==> config.mk <==
export PLATFORM = sky130hd
export DESIGN_NAME = delay_timer_datapath
export DESIGN_NICKNAME = d
export VERILOG_FILES = /design/src/rtl/timer_pkg.sv /design/src/rtl/unit_prescaler.sv /design/src/rtl/delay_timer_datapath.sv
export SDC_FILE = /design/constraint.sdc
export NUM_CORES = 1
export LEC_CHECK = 0
export CAP_MARGIN = 20
export CELL_PAD_IN_SITES_DETAIL_PLACEMENT = 1
export CELL_PAD_IN_SITES_GLOBAL_PLACEMENT = 2
export CORE_ASPECT_RATIO = 0.9
export CORE_MARGIN = 2
export CORE_UTILIZATION = 25
export DETAILED_ROUTE_END_ITERATION = 12
export PLACE_DENSITY = 0.6
export SLEW_MARGIN = 20
export SYNTH_ARGS = -nofsm -noshare
export SYNTH_HDL_FRONTEND = slang
export SYNTH_SLANG_ARGS = --single-unit
==> constraint.sdc <==
create_clock -name clk -period 1.7 [get_ports clk]
set_input_delay 0.51 -clock clk [delete_from_list [all_inputs] [get_ports clk]]
set_output_delay 0.51 -clock clk [all_outputs]
set_load 0.01 [all_outputs]
==> src/rtl/timer_pkg.sv <==
// timer_pkg: shared defaults, delay type and prescaler width helper for the delay timer
package timer_pkg;
  localparam int TICKS_PER_UNIT_DEF = 1000;
  localparam int DELAY_W_DEF = 4;
  typedef logic [DELAY_W_DEF-1:0] delay_t;
  function automatic int presc_width(input int ticks);
    return (ticks <= 2) ? 1 : $clog2(ticks);
  endfunction
endpackage

==> src/rtl/unit_prescaler.sv <==
// unit_prescaler: counts clock cycles within one delay unit, wrapping at TICKS_PER_UNIT-1
// Ports: clk, reset_n (async active-low), en (count), clr (sync clear, wins over en),
//        presc (current tick count), tick (presc is on the last cycle of the unit)
module unit_prescaler
  import timer_pkg::*;
#(
  parameter int TICKS_PER_UNIT = TICKS_PER_UNIT_DEF,
  localparam int PW = presc_width(TICKS_PER_UNIT)
) (
  input  logic          clk,
  input  logic          reset_n,
  input  logic          en,
  input  logic          clr,
  output logic [PW-1:0] presc,
  output logic          tick
);
  assign tick = presc == PW'(TICKS_PER_UNIT - 1);
  always_ff @(posedge clk or negedge reset_n)
    if (!reset_n) presc <= '0;
    else presc <= clr ? '0 : en ? (tick ? '0 : presc + PW'(1)) : presc;
endmodule

==> src/rtl/delay_timer_datapath.sv <==
// delay_timer_datapath: serially loaded delay register counted down in units of TICKS_PER_UNIT cycles
// Ports: clk, reset_n (async active-low), data (serial delay bit, MSB first), shift_ena (load),
//        counting (run), done_counting (last cycle of the count), count (remaining delay units),
//        proto_err (sticky protocol error, only when TIMER_PROTO_CHECK_EN is defined)
module delay_timer_datapath
  import timer_pkg::*;
#(
  parameter int TICKS_PER_UNIT = TICKS_PER_UNIT_DEF,
  parameter int DELAY_W = DELAY_W_DEF,
  localparam int PW = presc_width(TICKS_PER_UNIT)
) (
  input  logic               clk,
  input  logic               reset_n,
  input  logic               data,
  input  logic               shift_ena,
  input  logic               counting,
  output logic               done_counting,
  output logic [DELAY_W-1:0] count
`ifdef TIMER_PROTO_CHECK_EN
  ,
  output logic               proto_err
`endif
);
  logic [DELAY_W-1:0] delay;
  logic [PW-1:0] presc;
  logic tick;
  unit_prescaler #(.TICKS_PER_UNIT(TICKS_PER_UNIT)) u_presc (
    .clk(clk),
    .reset_n(reset_n),
    .en(counting),
    .clr(shift_ena | ~counting),
    .presc(presc),
    .tick(tick)
  );
  // Truncating {delay, data} keeps the shift legal for DELAY_W == 1 as well
  always_ff @(posedge clk or negedge reset_n)
    if (!reset_n) delay <= '0;
    else if (shift_ena) delay <= DELAY_W'({delay, data});
    else if (counting && tick && delay != '0) delay <= delay - DELAY_W'(1);
  assign count = delay;
  // A simultaneous shift suppresses done even if presc sits on its last tick
  assign done_counting = counting & ~shift_ena & (delay == '0) & (presc == PW'(TICKS_PER_UNIT - 1));
`ifdef TIMER_PROTO_CHECK_EN
  logic shifted;
  always_ff @(posedge clk or negedge reset_n)
    if (!reset_n) begin
      shifted   <= 1'b0;
      proto_err <= 1'b0;
    end else begin
      shifted   <= shifted | shift_ena;
      proto_err <= proto_err | (counting & (shift_ena | ~shifted));
    end
`endif
endmodule

* Word level (Yosys, flattened, before mapping) *
Index checks and enable logic that the tools add are counted.

cells by class
  mux-type cells = 5
  reduce and logical (&&, ||, !) cells = 6
  equal/unequal tests = 1
  $add $sub $neg = 2
  bitwise gates (word level) = 6

operators with widths
  cell                                                                count
  10-bit two-way mux                                                  3
  10-bit by 1-bit adder with 10-bit output, second input constant     1
  10-bit equality test, second input constant                         1
  4-bit two-way mux                                                   2
  4-bit zero test                                                     1
  2-bit nonzero test                                                  2
  4-bit nonzero test                                                  1
  4-bit by 1-bit subtractor with 4-bit output, second input constant  1
  1-bit AND                                                           3
  1-bit logical AND                                                   2
  1-bit inverter                                                      2
  1-bit OR                                                            1

word-level totals
  output and inout bits = 5
  input port bits = 5
  register bits after elaboration = 14

* Depth between registers and ports, before layout *
Gate-level depths: netlist of run 1.

  depth after elaboration = 5
  gate-level depth with buffers = 6
  depth with buffers taken out = 6

* Cells and area by module *
Synthesis of run 1 repeated with hierarchy kept, for this count alone.

unflattened totals
  cell total of the unflattened synthesis = 93
  area, all modules = 850.8 sq um

modules (own cells, without submodules)
  module                area an instance (sq um)  times used  cells each
  unit_prescaler        550.5                     1           58
  delay_timer_datapath  300.3                     1           35

* Worst setup path before layout of run 1 *
OpenSTA, ideal clock, no wires.

  path kind = register to output
  start = register u_presc.presc[0]
  end = output port done_counting
  cell stages (with the launch flop) = 5
  data required time = 1.190 ns
  data arrival time = 1.472 ns
  setup slack = -0.282 ns
  path buffers = 0
  path through = dfrtp_1 -> ha_1 -> nand4bb_2 -> or3_1 -> nor3_1

between the ends
  cells in the longest elaborated chain, start to end = 2

RTL lines
  what                      RTL line                    RTL
  start: declaration        unit_prescaler.sv:14        output logic [PW-1:0] presc,
  start signal: assignment  unit_prescaler.sv:20        else presc <= clr ? '0 : en ? (tick ? '0 : presc + PW'(1)) : presc;
  10-bit equality test      delay_timer_datapath.sv:42  assign done_counting = counting & ~shift_ena & (delay == '0) & (presc == PW'(TICKS_PER_UNIT - 1));
  1-bit AND                 delay_timer_datapath.sv:42
  end: declaration          delay_timer_datapath.sv:17  output logic done_counting,

No other way between the ends.

* Final worst setup path of run 1 *
  start = register u_presc.presc[1]
  end = output port done_counting

The elaborated chain is that of the path after synthesis.

==> metrics, run 1 <==
DR iter-0 viols=10; CP endpoint kind=output pin; Area growth syn-to-layout=60.00%; switch share=0.2614; CP required=around 1.2 ns; CTS buffer count=3; Reg area=approximately 350 um2; Die Area=approximately 0.0035 mm2; Min Hold Slack=between 0.5 and 0.6 ns; Worst Tran Pin Value=~0.37 ns; critical path class=register to output pin; Layout Skew=approximately 0.0012 ns; NetSw=0.0001984 W; Inst Count DP=157; CP Launch Type=register; power share of the combinational group=0.218; Nets=131; placed cell area=about 0.0011 mm2; GP Congestion=roughly 0.7; Synth warnings=0; register share of total power=0.469; status=finished with violations; Clock Pin Slew Worst Setup and Hold Paths=0.08 ns; syn avg cell area=9.345 um2; r2r endpoint=count[1]$_DFFE_PN0P_; post-DP HPWL=1596 um; Final setup viols=3; Pins Over Slew Limit=0; MaxCap Viol Count=0; DRC Markers=0; number of diodes=0; largest net degree at the start of global routing=15; Vias=701; area of the multi-input gates=about 460 um2; fmax=about 480 MHz; core area=between 0.002 and 0.003 mm2; post-synthesis cell count=81; Final Hold Viols=0; worst skew pair latency=roughly 0.27 ns; Seq cells post-synth=14; Antenna Violating Nets Remaining=0; Unique masters post-synth=21; CTS tree=built; clock power share=0.313; Final Cycle Share=1.228; first drt pass iteration count=2; final cell count without fillers=between 150 and 200; Die Span X=62 um; share of layout cells above drive strength 1=0.3443; dpl ws=-0.6186 ns; fill cell count=335; Reg2Reg Depth=7; P per Cell Area=between 600 and 700 mW/mm2; chip height=56.20 um; mapped cell area=between 700 and 800 um2; CTS Root Cell=clkbuf_4; first-pass GRT wire length=roughly 3500 um; Final Critical Period=about 2.1 ns; Leak Pwr=roughly 0.52 nW; # IOs=10; final WL=a little under 2000 um; clock sink count=14; final worst-path setup slack=-0.3881 ns; PortBufs=9; fin util=0.4302; starting density of the core=0.2689; Max clock buf depth=2; total grt overflow=0; RSZ-0062 raised after global routing=yes; FF-to-FF Start=u_presc.presc[1]$_DFFE_PN0P_; maximum VDD drop=0.0003316 V; H-Tree Depth=1; Slew headroom=0.7528; cell area after layout=roughly 0.0012 mm2; FF-to-FF setup slack=-0.06 ns; initial antenna violation count=0; WL per Instance=around 12 um; Total GRT Usage=0.1385; vias in the first global route=between 700 and 800; vias per cell=around 4.3; Int Power=0.0005606 W; Mapped Nets=89; Crit Path Max Fanout=2; CTS Hold Buffers Added=0; Worst Path Arrival=about 1.6 ns; Seq/Total Area, Yosys=0.4628; Hold/Removal Path Class=input pin to async pin; standard-cell rows=18; violated checks=negative setup slack
-- worst max-delay path, cell delays in order, from the launching register on --
cell	delay, ns
dfrtp_1	0.40
ha_4	0.17
nand4bb_4	0.10
or3_4	0.39
nor3_4	0.10
buf_2	0.14
-- cells by family after synthesis --
family	Yosys count	share of synthesized area
buffers and inverters	6	0.02975
XOR/XNOR	10	0.1157
multiplexers	2	0.03305
flip-flops	14	0.4628
AND/OR/NAND/NOR	42	0.2760
AO/OA/AOI/OAI	4	0.03304
adder cells (fa/ha/maj)	3	0.04959
-- worst max path at each step --
stage	start	to	slack [ns]	depth (start not counted)
after global placement	shift_ena	done_counting	-0.63	4
after detailed placement	shift_ena	done_counting	-0.62	4
after floorplan	u_presc.presc[0]$_DFFE_PN0P_	done_counting	-0.11	4
after CTS	u_presc.presc[0]$_DFFE_PN0P_	done_counting	-0.44	5
final	u_presc.presc[1]$_DFFE_PN0P_	done_counting	-0.39	5
after global routing	u_presc.presc[1]$_DFFE_PN0P_	done_counting	-0.49	5
-- area by class of cell --
| class | instances | share of cell area |
|---|---|---|
| Tap cell | 40 | 0.04132 |
| Multi-Input combinational cell | 61 | 0.3781 |
| Clock buffer | 4 | 0.02996 |
| Timing Repair Buffer | 37 | 0.2428 |
| Inverter | 6 | 0.01860 |
| Sequential cell | 14 | 0.2893 |
-- stage by stage --
step	setup TNS, ns	total power, W
2_1_floorplan	-0.1094	0.0004281
3_3_place_gp	-1.169	0.0005296
3_5_place_dp	-1.269	0.0005331
4_1_cts	-0.5029	0.0007741
5_1_grt	-0.8278	0.0008062
6_report	-0.4575	0.0007590
-- layer usage --
metal | share of wire | track usage | vias up
li1 | - | - | 354
met1 | 0.47 | 0.1769 | 338
met2 | 0.48 | 0.2158 | 7
met3 | 0.035 | 0.05116 | 2
met4 | 0.0096 | 0.03647 | 0
met5 | 0 | 0 | -
-- flip-flops by register name, summed over array words and instances, names as in the netlist --
signal         cells
u_presc.presc     10
count              4
-- repair_timing --
item,CTS,global route
pin swaps,4,4
buffers inserted,1,0
gates resized for setup,10,5
setup endpoints to repair,6,13
hold endpoints to repair,0,0
-- power by group through the flow --
stage / Combinational (W) / Clock, W / Sequential, W
final: 0.000166 / 0.000237 / 0.000356
after global routing: 0.000186 / 0.000262 / 0.000359
after CTS: 0.000163 / 0.000254 / 0.000356
after detailed placement: 0.000170 / 0 / 0.000363
after global placement: 0.000167 / 0 / 0.000362
after floorplan: 0.0000513 / 0 / 0.000377
-- cells in the mapped netlist --
cell,count,share of area
xor2_1,2,0.023
o211ai_1,2,0.020
nor4_1,1,0.0083
nor2_1,15,0.074
inv_1,6,0.030
nand2b_1,1,0.0083
or3_1,1,0.0083
nand4bb_2,1,0.021
nand4_1,2,0.017
nand3_1,7,0.046
mux2i_1,1,0.013
nand2_1,8,0.040
o21ai_1,1,0.0066
nor3_1,4,0.026
nor4_2,1,0.017
ha_1,3,0.050
nor3b_1,1,0.0099
mux2_4,1,0.020
xnor2_1,8,0.093
o21ai_0,1,0.0066
dfrtp_1,14,0.46
-- cell usage in the layout, fill, tap and decap left out, drive strengths merged, types with 3 or more instances in the layout --
master,netlist,layout
dfrtp,14,14
dlygate4sd2,0,4
nand3,7,7
inv,6,6
buf,0,29
xnor2,8,8
clkdlybuf4s50,0,4
nand2,8,8
nor3,4,4
clkbuf,0,4
nor2,15,15
ha,3,3
Note: power is estimated with default switching activity, not from simulation.
==> run 2, diff against run 1 <==
--- a/config.mk
+++ b/config.mk
@@ -8,7 +8,6 @@
 export CAP_MARGIN = 20
 export CELL_PAD_IN_SITES_DETAIL_PLACEMENT = 1
 export CELL_PAD_IN_SITES_GLOBAL_PLACEMENT = 2
-export CORE_ASPECT_RATIO = 0.9
 export CORE_MARGIN = 2
 export CORE_UTILIZATION = 25
 export DETAILED_ROUTE_END_ITERATION = 12
@@ -17,3 +16,4 @@
 export SYNTH_ARGS = -nofsm -noshare
 export SYNTH_HDL_FRONTEND = slang
 export SYNTH_SLANG_ARGS = --single-unit
+export TNS_END_PERCENT = 30
==> constraint.sdc (replaced) <==
create_clock -name clk -period 1.7 [get_ports clk]
set_input_delay 0.17 -clock clk [delete_from_list [all_inputs] [get_ports clk]]
set_output_delay 0.17 -clock clk [all_outputs]
set_load 0.01 [all_outputs]
==> run 2 against run 1 <==
Net effect:
- the flow still finishes with violations (negative setup slack)
- fmax increased by 18%
- critical endpoint unchanged
- cell count decreased by 8.6%
- utilization decreased by 2.8 points
- routed wire length decreased by 2.8%
- register-to-register slack improved by 0.11 ns
- cell area decreased by 6.8%
- sequential power about the same
- hold slack got worse by 0.37 ns
==> metrics, run 2 (same netlist as run 1, synthesis figures left out) <==
status=finished with violations; violated checks=negative setup slack; fill cell count=329 (-1.8%); share of layout cells above drive strength 1=0.2991 (-0.04512); Worst Tran Pin Value=0.3424 ns (-0.02680 ns); Nets=126 (-3.8%); critical path class=register to output pin; Vias=684 (-2.4%); Total GRT Usage=0.1342 (-0.004236); CTS Hold Buffers Added=0 (unchanged); Slew headroom=0.7696 (+0.01684); DR iter-0 viols=10 (unchanged); Die Area=0.003484 mm2 (about the same); fmax=567.2 MHz (+18%); H-Tree Depth=1 (unchanged); cell area after layout=0.001129 mm2 (-6.8%); DRC Markers=0 (unchanged); Final setup viols=1 (-2); vias per cell=4.622 (+6.8%); commonest cells after routing, fill and taps aside=buf_4, nor2_1, dfrtp_1; CP endpoint kind=output pin; vias in the first global route=713 (-7.2%); Pins Over Slew Limit=0 (unchanged); chip height=59.03 um (+5.0%); P per Cell Area=676.3 mW/mm2 (+7.9%); final worst-path setup slack=-0.06300 ns (+0.3251 ns); first drt pass iteration count=4 (+2); Clock Pin Slew Worst Setup and Hold Paths=0.10 ns (+0.02 ns); setup bufs post-CTS=0 (-1); WL per Instance=12.98 um (+6.4%); Layout Skew=0.001569 ns (+0.0003254 ns); CP Launch Type=register; largest net degree at the start of global routing=15 (unchanged); Crit Path Max Fanout=2 (unchanged); MaxCap Viol Count=0 (unchanged); total grt overflow=0 (unchanged); placed cell area=0.001059 mm2 (-6.2%); Hold/Removal Path Class=input pin to async pin; post-route setup TNS=-0.06300 ns (+0.3945 ns); Leak Pwr=0.4705 nW (-10%); Max clock buf depth=2 (unchanged); worst skew pair latency=0.29 ns (+0.02 ns); Top reg by flops=u_presc.presc; Final Hold Viols=0 (unchanged); CTS tree=built; clock sink count=14 (unchanged); # IOs=10 (unchanged); CP required=1.53 ns (+0.34 ns); CTS buffer count=3 (unchanged); Cell Chain, Critical Path=ha_4 -> nand4bb_4 -> or3_4 -> nor3_2 -> buf_2; Final Critical Period=1.763 ns (-0.3251 ns); GP Congestion=0.7921 (+12%); maximum VDD drop=0.0002998 V (-9.6%); post-DP HPWL=1495 um (-6.3%); Area growth syn-to-layout=49.09%; Slowest-stage cell, CP=dfrtp_1; standard-cell rows=19 (+1); RSZ-0062 raised after global routing=yes; core area=0.002805 mm2 (-0.36%); final WL=1921 um (-2.8%); Antenna Violating Nets Remaining=0 (unchanged); crit path launch=u_presc.presc[0]$_DFFE_PN0P_; Die Span X=59.03 um (-4.8%); PortBufs=9 (unchanged); max reg flops=10 (unchanged); CP peak stage delay=0.41 ns (about the same); Final Cycle Share=1.037 (-0.1912); number of diodes=0 (unchanged); FF-to-FF Start=u_presc.presc[0]$_DFFE_PN0P_; first-pass GRT wire length=3353 um (-4.5%); Worst Path Arrival=1.59 ns (about the same); commonest non-fill, non-tap cell in the layout=buf_4; starting density of the core=0.2698 (+0.0009595); CTS Root Cell=clkbuf_4; initial antenna violation count=0 (unchanged); FF-to-FF setup slack=0.05 ns (+0.11 ns)
[run 2: cell types whose count changed in the layout (fill, tap and decap cells not counted), moves of 2 or more]
| cell | previous run | this run |
|---|---|---|
| buf_4 | 27 | 23 |
| clkdlybuf4s50_1 | 4 | 8 |
| dlygate4sd2_1 | 4 | 0 |
| nor4_4 | 2 | 0 |
[run 2: per-layer routing]
metal,vias to the layer above,global-route usage,share of wire
met4,0,0.09740,0.030
met1,323,0.1669,0.45
li1,345,-,-
met3,4,0.02183,0.032
met5,-,0,0
met2,12,0.2095,0.49
[run 2: critical path: cells and delay by family (launching register included)]
| kind | cells | cell delay, ns |
|---|---|---|
| AND/OR/NAND/NOR | 3 | 0.58 |
| flip-flops | 1 | 0.41 |
| adder cells (fa/ha/maj) | 1 | 0.17 |
| buffers and inverters | 1 | 0.15 |
[run 2: repair_timing]
| item | in CTS | in global routing |
|---|---|---|
| endpoints found under the setup margin | 3 | 4 |
| gates cloned | 0 | 0 |
| gates resized for setup | 9 | 1 |
| pin swaps | 3 | 2 |
[run 2: through the flow]
step	power [W]	cells	utilization	worst slack, ns	hold slack [ns]
CTS	0.0007791	148	0.3988	-0.1142	0.1849
global placement	0.0005135	144	0.3773	-0.2289	0.5105
detailed placement	0.0005153	144	0.3773	-0.2598	0.5078
finish	0.0007633	148	0.4023	-0.06300	0.1837
global route	0.0008077	148	0.4023	-0.1554	0.2075
floorplan	0.0004242	81	-	0.03683	-0.1256
[run 2: final cells by class]
class | instances | area, um2 | area share
clock buffers | 4 | 36.28 | 0.03215
inverters | 6 | 22.52 | 0.01996
multi-input cells | 61 | 422.9 | 0.3747
flip-flops and latches | 14 | 350.3 | 0.3104
well taps | 31 | 38.79 | 0.03437
repair buffers | 32 | 257.7 | 0.2284
[run 2: power by group]
part / switching [W] / internal, W
logic: 0.0000708 / 0.0000805
clock network: 0.000125 / 0.000130
registers: 0.00000938 / 0.000347
total: 0.000205 / 0.000558
[run 2: final timing paths]
check,to,cells after the start
max,done_counting,5
min,count[1]$_DFFE_PN0P_,2
max reg2reg,count[1]$_DFFE_PN0P_,6
min reg2reg,count[2]$_DFFE_PN0P_,3
max in group asynchronous,u_presc.presc[9]$_DFFE_PN0P_,2
min in group clk,count[0]$_DFFE_PN0P_,3
